**src/rtl/alu_pkg.sv**
```systemverilog
// alu_pkg: widths and multiplier FSM states shared by the ALU stages
package alu_pkg;
    localparam int WIDTH = 32;
    localparam int CNT_W = 5;
    typedef enum logic [1:0] {IDLE, RUN, DONE} mul_state_t;
endpackage

```
**src/rtl/Add.sv**
```systemverilog
// Add: 32-bit combinational adder, carry out discarded
module Add
    import alu_pkg::*;
(
    input  logic [WIDTH-1:0] a,
    input  logic [WIDTH-1:0] b,
    output logic [WIDTH-1:0] sum
);
    assign sum = a + b;
endmodule

```
**src/rtl/mul_shift_add.sv**
```systemverilog
// mul_shift_add: multi-cycle shift-and-add multiplier returning (a*b) mod 2^32
module mul_shift_add
    import alu_pkg::*;
(
    input  logic             clk,
    input  logic             rst_n,
    input  logic             flush,
    input  logic             in_valid,
    output logic             in_ready,
    input  logic [WIDTH-1:0] a,
    input  logic [WIDTH-1:0] b,
    output logic             out_valid,
    input  logic             out_ready,
    output logic [WIDTH-1:0] product,
    output logic             busy
);
    mul_state_t       state_q, state_d;
    logic [WIDTH-1:0] acc_q, acc_d, mcand_q, mcand_d, mplier_q, mplier_d;
    logic [WIDTH-1:0] product_q, product_d, sum;
    logic [CNT_W-1:0] cnt_q, cnt_d;
    logic             last;

    Add u_add (.a(acc_q), .b(mcand_q), .sum(sum));

    // RUN ends once no set multiplier bits remain or all bit positions are consumed
    assign last      = (mplier_q >> 1) == '0 || cnt_q == CNT_W'(WIDTH - 1);
    assign in_ready  = state_q == IDLE;
    assign out_valid = state_q == DONE;
    assign busy      = state_q != IDLE;
    assign product   = product_q;

    // next state: accept loads operands, RUN shifts and accumulates, DONE waits for the consumer
    always_comb begin
        state_d   = state_q;
        acc_d     = acc_q;
        mcand_d   = mcand_q;
        mplier_d  = mplier_q;
        cnt_d     = cnt_q;
        product_d = product_q;
        case (state_q)
            IDLE: if (in_valid) begin
                state_d  = RUN;
                acc_d    = '0;
                mcand_d  = a;
                mplier_d = b;
                cnt_d    = '0;
            end
            RUN: begin
                acc_d    = mplier_q[0] ? sum : acc_q;
                mcand_d  = mcand_q << 1;
                mplier_d = mplier_q >> 1;
                cnt_d    = cnt_q + CNT_W'(1);
                if (last) begin
                    state_d   = DONE;
                    product_d = acc_d;
                end
            end
            DONE: if (out_ready) state_d = IDLE;
            default: state_d = IDLE;
        endcase
        if (flush) begin
            state_d   = IDLE;
            product_d = product_q;
        end
    end

    // state and datapath registers
    always_ff @(posedge clk or negedge rst_n) begin
        if (!rst_n) begin
            state_q   <= IDLE;
            acc_q     <= '0;
            mcand_q   <= '0;
            mplier_q  <= '0;
            cnt_q     <= '0;
            product_q <= '0;
        end else begin
            state_q   <= state_d;
            acc_q     <= acc_d;
            mcand_q   <= mcand_d;
            mplier_q  <= mplier_d;
            cnt_q     <= cnt_d;
            product_q <= product_d;
        end
    end
endmodule

```
**config.mk**
```make
export PLATFORM = sky130hd
export DESIGN_NAME = mul_shift_add
export DESIGN_NICKNAME = d
export VERILOG_FILES = /design/src/rtl/alu_pkg.sv /design/src/rtl/Add.sv /design/src/rtl/mul_shift_add.sv
export SDC_FILE = /design/constraint.sdc
export NUM_CORES = 1
export LEC_CHECK = 0
export CORE_ASPECT_RATIO = 1.5
export CORE_MARGIN = 8
export CORE_UTILIZATION = 52
export CTS_BUF_LIST = sky130_fd_sc_hd__clkbuf_8
export DETAILED_ROUTE_END_ITERATION = 12
export GPL_ROUTABILITY_DRIVEN = 0
export PLACE_DENSITY_LB_ADDON = 0.15
export SYNTH_ARGS = -nofsm -noshare
export SYNTH_HDL_FRONTEND = slang
export SYNTH_SLANG_ARGS = --single-unit
```
**constraint.sdc**
```tcl
create_clock -name clk -period 2.8 [get_ports clk]
set_clock_uncertainty 0.15 [all_clocks]
set_input_delay 0.56 -clock clk [delete_from_list [all_inputs] [get_ports clk]]
set_output_delay 0.56 -clock clk [all_outputs]
set_load 0.05 [all_outputs]
```
Word level (Yosys, flattened, before mapping). Cells that the tools add are included.

Add/subtract/negate cells: 2. Eq/ne operators: 7. Muxes and demuxes: 14. Bitwise logic cells: 1. Reduce and logical (&&, ||, !) cells: 8.

Operators with widths (number): $pmux 32 s2 (3); $mux 32 (4); $add 32x32->32 (1); $logic_not 32->1 (1); $pmux 5 s2 (1); $mux 2 (4); $ne 3x3->1 const B (2); $pmux 2 s3 (1); $reduce_and 3->1 (2); $add 5x1->5 const B (1); $eq 5x5->1 const B (1); $mux 5 (1); $reduce_bool 2->1 (2); $ne 3x2->1 const B (1); $eq 2x1->1 const B (1); $eq 2x2->1 const B (1); $logic_not 2->1 (1); $ne 2x2->1 const B (1); $reduce_and 2->1 (1); $logic_or 1x1->1 (1); $not 1->1 (1).

Register bits after elaboration: 135. Input bits: 69. Output and inout port bits: 35.

Longest topological paths before layout. Gate-level depths: netlist (run 1).

Word-level depth: 5. Gate-level depth with buffers: 10. Depth with buffers taken out: 10.

Modules after synthesis. Synthesis (run 1) repeated with hierarchy kept, for this count alone.

Cells, all modules: 795. Area total of the unflattened synthesis: 8036.5 µm².

By module, submodules not included: mul_shift_add (times used 1, cells each 574, area an instance 6434.9 µm², seq. area each 3378.2 µm²); Add (times used 1, cells each 221, area an instance 1601.5 µm², seq. area each 0.0 µm²).

Worst setup path before layout (run 1). No wires, ideal clock.

Kind: reg2reg. From: reg acc_q[0]. To: reg product_q[18] (netlist: product[18]). Setup time: 0.076 ns. Data arrival time: 2.654 ns. Required time: 2.574 ns. Setup slack: -0.081 ns. Stages on the path, launching flop included: 11. Clock period less this slack: 2.881 ns. Cell sequence: dfrtp_1 > ha_1 > fa_1 > a21o_1 > a221oi_1 > a211oi_1 > or3_1 > a21boi_1 > xnor2_1 > mux2i_1 > o21ai_1.

Cells in the longest elaborated chain, start to end: 2.

Ends and longest elaborated chain: from (decl) (line mul_shift_add.sv:18) `logic [WIDTH-1:0] acc_q, acc_d, mcand_q, mcand_d, mplier_q, mplier_d;`; from (signal assigned) (line mul_shift_add.sv:71) `acc_q <= '0;`; from (signal assigned) (line mul_shift_add.sv:78) `acc_q <= acc_d;`; $add 32x32->32 (line Add.sv:9) `assign sum = a + b;`; $mux 32 (line mul_shift_add.sv:49) `acc_d = mplier_q[0] ? sum : acc_q;`; to (signal assigned) (line mul_shift_add.sv:82) `product_q <= product_d;`; to (decl) (line mul_shift_add.sv:19) `logic [WIDTH-1:0] product_q, product_d, sum;`.

Every way passes these cells. A chain may end at the register's enable or synchronous reset.

Worst setup path after layout (run 1).
From: reg mcand_q[0]. To: reg product_q[18] (netlist: product[18]).

Cells in the longest elaborated chain, start to end: 2.

Ends and longest elaborated chain: from (decl) (line mul_shift_add.sv:18); from (signal assigned) (line mul_shift_add.sv:79) `mcand_q <= mcand_d;`; $add 32x32->32 (line Add.sv:9); $mux 32 (line mul_shift_add.sv:49).

Every way passes these cells.

==> flow_metrics.tcl, run 1 <==
set metrics [dict create \
    status "complete, but fails checks" \
    violations "setup timing" \
    yosys_warnings 0 \
    final_common_cell "dfrtp_1" \
    cpMaxStageDelayCell "or3_4" \
    synth_mux_area_share_pct 2.52 \
    rsz0062_at_grt "true" \
    die_y_um 164 \
    startpoint_type "register" \
    drt-initial-drc-count 474 \
    period_share_pct 102 \
    via_count 7214 \
    grt_pass1_wl_um 37500 \
    reg2reg_depth 10 \
    syn_avg_cell_area_sq_um 9.15 \
    synth_cells 826 \
    crit_path_end_kind "register" \
    worstPathMaxFanout 3 \
    grt_pass1_vias 7480 \
    min_path_cells 2 \
    finalSetupViolCount 4 \
    die_width_um 114 \
    r2r-start "mcand_q[0]" \
    wl_um 23400 \
    synthSimpleGateAreaFrac_pct 14.8 \
    crit_buf_inv 0 \
    grt-ovfl-total 0 \
    drcViolationCount 0 \
    cts_root_buf "clkbuf_8" \
    synthToLayoutAreaGrowth_pct 33.6 \
    crit_family "compound AO/OA/AOI/OAI gates" \
    post_dp_cell_area_sq_um 9260 \
    required_ns 3.04 \
    path_clk_slew_ns 0.08 \
    hold-worst-slack_ns 0.332 \
    synth_fa_ha_area_share_pct 5.73 \
    cts_tree "yes" \
    n_antenna_cell 0 \
    async_flop_share_pct 100 \
    antenna_found_initial 0 \
    holdPathEnd "product[3]" \
    grtUsageTotal_pct 25.6 \
    rows 54 \
    hold_path.class "register to register" \
    cpPeakStageDelay_ns 0.42 \
    drv_slew 0 \
    die-area_sq_um 18700 \
    synth_edf_count 0 \
    io_pins 104 \
    r2r_setup_slack_ns -0.04 \
    detailed_place_hpwl_um 16600 \
    path_class "register to register" \
    final_hold_viol_count 0 \
    final_cell_mix "dfrtp_1, nand2_1, o21ai_0" \
    drive_above_1_share_pct 17.3 \
    p_leak_uw 0.00450 \
    crit_chain "ha_2, fa_2, a21o_1, a221oi_4, a211oi_2, or3_4, a21boi_2, xnor2_1, mux2i_1, o21ai_1" \
    htreeDepth 4 \
    first_pass_iters 5 \
    synth_compound_area_share_pct 25.8 \
    power_density_nw_per_um2 584 \
    yosysSeqAreaShare_pct 44.7 \
    numCtsBuffers 17 \
    synthTopCellsByArea "dfrtp_1, o21ai_0, a22oi_1" \
    maxCapViolations 0 \
    synth_xor_xnor_area_share_pct 3.25 \
    start_util_pct 52.5 \
    synth_cell_types 55 \
    worstHoldStart "product[3]" \
    antenna_left 0 \
    nets 1081 \
    wire_per_inst_um 19.7 \
    worst_slew_pin_slew_ns 1.18 \
    worst_slack_ns -0.0431 \
    port_buffers 103 \
    syn-num-nets 929 \
    synth_top_family_by_area "compound AO/OA/AOI/OAI gates" \
    netlist.area_leader.share_pct 44.7 \
    ir_drop_mv 0.373 \
    clkSinkCount 135 \
    critical_path_depth 10 \
    cts.path.max_buffers 2 \
    syn-cell-area_sq_um 7560 \
    clk-insertion-delay-late_ns 0.46 \
    stdcell_area_sq_um 10100 \
    arrival_ns 3.08 \
    relSlewSlack_pct 21.2 \
    fin_crit_ns 2.84 \
    viasPerCell 6.08 \
    synth_seq_cells 135 \
    synth_flop_cell "dfrtp_1" \
    core_area_sq_um 14400 \
    fmax_mhz 352 \
    timing.rr.end "product[18]" \
    grt_max_degree 80 \
    yosysTopAreaCell "dfrtp_1" \
]
[state kept, by name, summed over array words and instances (netlist names)]
| signal | cells |
|---|---|
| acc_q | 32 |
| cnt_q | 5 |
| mcand_q | 32 |
| mplier_q | 32 |
| product | 32 |
| state_q | 2 |
[worst max-delay path by stage]
| stage | start | end | slack, ns |
|---|---|---|---|
| after global routing | mcand_q[10] | acc_q[29] | -0.14 |
| after floorplan | acc_q[4] | product[27] | -0.01 |
| after global placement | acc_q[0] | product[14] | -0.05 |
| final | mcand_q[0] | product[18] | -0.04 |
| after CTS | mcand_q[4] | acc_q[29] | -0.07 |
| after detailed placement | acc_q[0] | product[16] | -0.12 |
[worst reg2reg max path: cells and delay by family (launching register included)]
| kind | cells | cell delay [ns] |
|---|---|---|
| flip-flops | 1 | 0.39 |
| adder cells (fa/ha/maj) | 2 | 0.55 |
| XOR/XNOR | 1 | 0.16 |
| AO/OA/AOI/OAI | 5 | 1.01 |
| AND/OR/NAND/NOR | 1 | 0.42 |
| multiplexers | 1 | 0.10 |
[where the power goes]
group / switching (uW) / total [uW] / internal [uW]
clock: 814 / 1690 / 880
combinational: 974 / 1820 / 848
sequential: 216 / 2380 / 2160
[synth_stat cells, types with 17 or more instances]
cell,n
dfrtp_1,135
o21ai_0,125
nand2_1,123
a22oi_1,63
a21oi_1,45
clkbuf_1,45
ha_1,33
nor2_1,23
a21o_1,22
nand3_1,22
mux2i_1,19
xnor2_1,17
[final cells by class]
| type | count | area, sq um |
|---|---|---|
| flip-flops and latches | 135 | 3380 |
| repair buffers | 188 | 1730 |
| clock buffers | 17 | 234 |
| clock inverters | 15 | 178 |
| well taps | 196 | 245 |
| fillers | 1106 | 4300 |
| inverters | 9 | 33.8 |
| multi-input cells | 627 | 4300 |
[cells by family (layout without fill, tap and decap cells)]
family | after synthesis | after routing
xor gates and xnor gates | 28 | 28
adders and majority gates | 34 | 34
AOI/OAI and AO/OA | 310 | 310
and+or+nand+nor | 236 | 236
muxes | 19 | 19
buffers and inverters | 64 | 229
DFF | 135 | 135
[metal layers]
layer / part of all wire (%) / up-vias / track usage, %
met4: 3.7 / 0 / 13.1
met1: 37 / 3551 / 27.4
met2: 53 / 268 / 45.3
li1: - / 3340 / -
met3: 6.2 / 55 / 6.37
met5: 0 / - / 0
[what timing repair did]
| action | in CTS | in global routing |
|---|---|---|
| pin swaps | 24 | 32 |
| setup endpoints to repair | 21 | 31 |
| buffers inserted | 3 | 7 |
| hold endpoints to repair | 58 | 0 |
| resized for setup | 19 | 47 |
| hold buffers | 1 | 0 |
[metrics by stage]
stage	cells	setup TNS [ns]	power [uW]	util, %	setup slack, ns
after floorplan	826	-0.00960	3310	-	-0.00960
after global placement	1144	-0.362	3940	64.3	-0.0487
after detailed placement	1144	-1.23	4010	64.3	-0.119
after CTS	1180	-0.216	5760	68.2	-0.0726
after global routing	1187	-1.54	6190	70.1	-0.137
final	1187	-0.119	5890	70.1	-0.0431
(Power assumes the default switching activity.)
==> inputs of run 2 (changes only) <==
Settings changed: CELL_PAD_IN_SITES_DETAIL_PLACEMENT set to 1, CELL_PAD_IN_SITES_GLOBAL_PLACEMENT set to 1, CORE_UTILIZATION 52 to 39.
==> run 2 against run 1 <==
The flow still finishes with violations (setup timing). Design area up 0.53%. Wire length increased by 11%. Final cell count grew 4.4%. First-iteration DRC count down 7.6%. Fmax down 2.3%. Die area is 29% higher. Sequential share of layout area down 0.18 points. Worst setup slack got worse by 0.066 ns. Largest cell class unchanged. Largest power group unchanged.
==> flow_metrics.tcl, run 2 (same netlist as run 1, synthesis figures left out) <==
set metrics [dict create \
    numCtsBuffers 17 \
    dpl_worst_slack_ns -0.228 \
    worst_slew_pin_slew_ns 0.725 \
    nets 1073 \
    fillers 2181 \
    via_count 7094 \
    grt_pass1_wl_um 41900 \
    port_buffers 103 \
    power_density_nw_per_um2 578 \
    crit_path_end_kind "register" \
    grt_pass1_vias 8083 \
    final-seq-area_sq_um 3380 \
    clkSinkCount 135 \
    path_clk_slew_ns 0.09 \
    start_util_pct 39.6 \
    multi_input_area_sq_um 4340 \
    period_share_pct 104 \
    post_dp_cell_area_sq_um 9280 \
    core_area_sq_um 19100 \
    fin_crit_ns 2.91 \
    path_class "register to register" \
    final_common_cell "dfrtp_1" \
    grt_max_degree 72 \
    wire_per_inst_um 21.0 \
    stdcell_area_sq_um 10100 \
    grt-ovfl-total 0 \
    worstPathMaxFanout 3 \
    die_width_um 130 \
    grtUsageTotal_pct 21.8 \
    htreeDepth 4 \
    p_leak_uw 0.00447 \
    worst_slack_ns -0.109 \
    antenna_found_initial 0 \
    min_path_cells 2 \
    clk-insertion-delay-late_ns 0.47 \
    hold_path.class "register to register" \
    cts_root_buf "clkbuf_8" \
    wl_um 26000 \
    startpoint_type "register" \
    ir_drop_mv 0.296 \
    status "complete, but fails checks" \
    cts.path.max_buffers 2 \
    final_hold_viol_count 0 \
    arrival_ns 3.10 \
    cts_tree "yes" \
    drive_above_1_share_pct 17.2 \
    violations "setup timing" \
    die-area_sq_um 24200 \
    synthToLayoutAreaGrowth_pct 34.3 \
    final_cell_mix "dfrtp_1, nand2_1, o21ai_0" \
    fmax_mhz 344 \
    io_pins 104 \
    relSlewSlack_pct 51.5 \
    drt-initial-drc-count 438 \
    die_y_um 186 \
    drv_slew 0 \
    maxCapViolations 0 \
    rows 62 \
    n_antenna_cell 0 \
    r2r_setup_slack_ns -0.11 \
    required_ns 3.00 \
    viasPerCell 5.73 \
    total_power_uw 5870 \
    rsz0062_at_grt "true" \
    first_pass_iters 5 \
    antenna_left 0 \
    finalSetupViolCount 13 \
    reg2reg_depth 10 \
    drcViolationCount 0 \
    detailed_place_hpwl_um 18300 \
]
run 2: cell types whose count changed in the layout (fill, tap and decap cells not counted), sizes merged:
cell	before	now
buf	88	80
inv	11	16
clkinvlp	5	1
bufinv	3	1
clkinv	5	6
run 2: critical path: stages, from the launching register on:
cell and delay, ns:
dfrtp_1 0.43, ha_4 0.19, fa_2 0.35, a21o_1 0.21
a221oi_4 0.38, a211oi_2 0.17, or3_4 0.42, buf_6 0.14
xnor2_4 0.11, mux2i_1 0.14, o21ai_0 0.09
run 2: path summary, 6_finish.rpt:
path	start	to
worst min-delay path	product[8]	product[8]
worst min register to register	product[8]	product[8]
max in group asynchronous	rst_n	cnt_q[1]
min in group asynchronous	rst_n	acc_q[7]
worst max register to register	mcand_q[0]	product[14]
worst max-delay path	mcand_q[0]	product[14]
run 2: layout make-up:
class                   count  area share [%]
inverters                   9           0.333
well taps                 256            3.16
clock buffers              17            2.31
flip-flops and latches    135            33.3
multi-input cells         627            42.7
repair buffers            180            16.7
clock inverters            15            1.41
run 2: stage by stage:
stage | hold WS (ns) | std cells | utilization, % | setup TNS (ns)
5_1_grt | 0.378 | 1239 | 53.2 | -3.19
2_1_floorplan | 0.114 | 826 | - | -0.00960
3_3_place_gp | 0.316 | 1195 | 48.6 | -0.514
6_report | 0.343 | 1239 | 53.2 | -0.777
3_5_place_dp | 0.328 | 1195 | 48.6 | -3.19
4_1_cts | 0.346 | 1235 | 51.7 | -0.956
run 2: layer usage:
| layer | track usage, % | share of wire (%) | up-vias |
|---|---|---|---|
| met2 | 39.2 | 54 | 160 |
| met5 | 0 | 0 | - |
| li1 | - | - | 3310 |
| met1 | 24.5 | 40 | 3578 |
| met3 | 4.14 | 3.7 | 46 |
| met4 | 8.52 | 2.7 | 0 |
run 2: report_power, final:
group / switching (uW) / internal, uW / total (uW)
logic: 1000 / 843 / 1850
clock network: 915 / 723 / 1640
registers: 224 / 2160 / 2380
total: 2140 / 3720 / 5870
run 2: timing repair:
action	CTS	global route
cloned	0	0
hold buffers	1	0
pin swaps	31	12
resized for setup	37	49
endpoints found under the hold margin	48	0
endpoints found under the setup margin	35	44
setup buffers	7	4
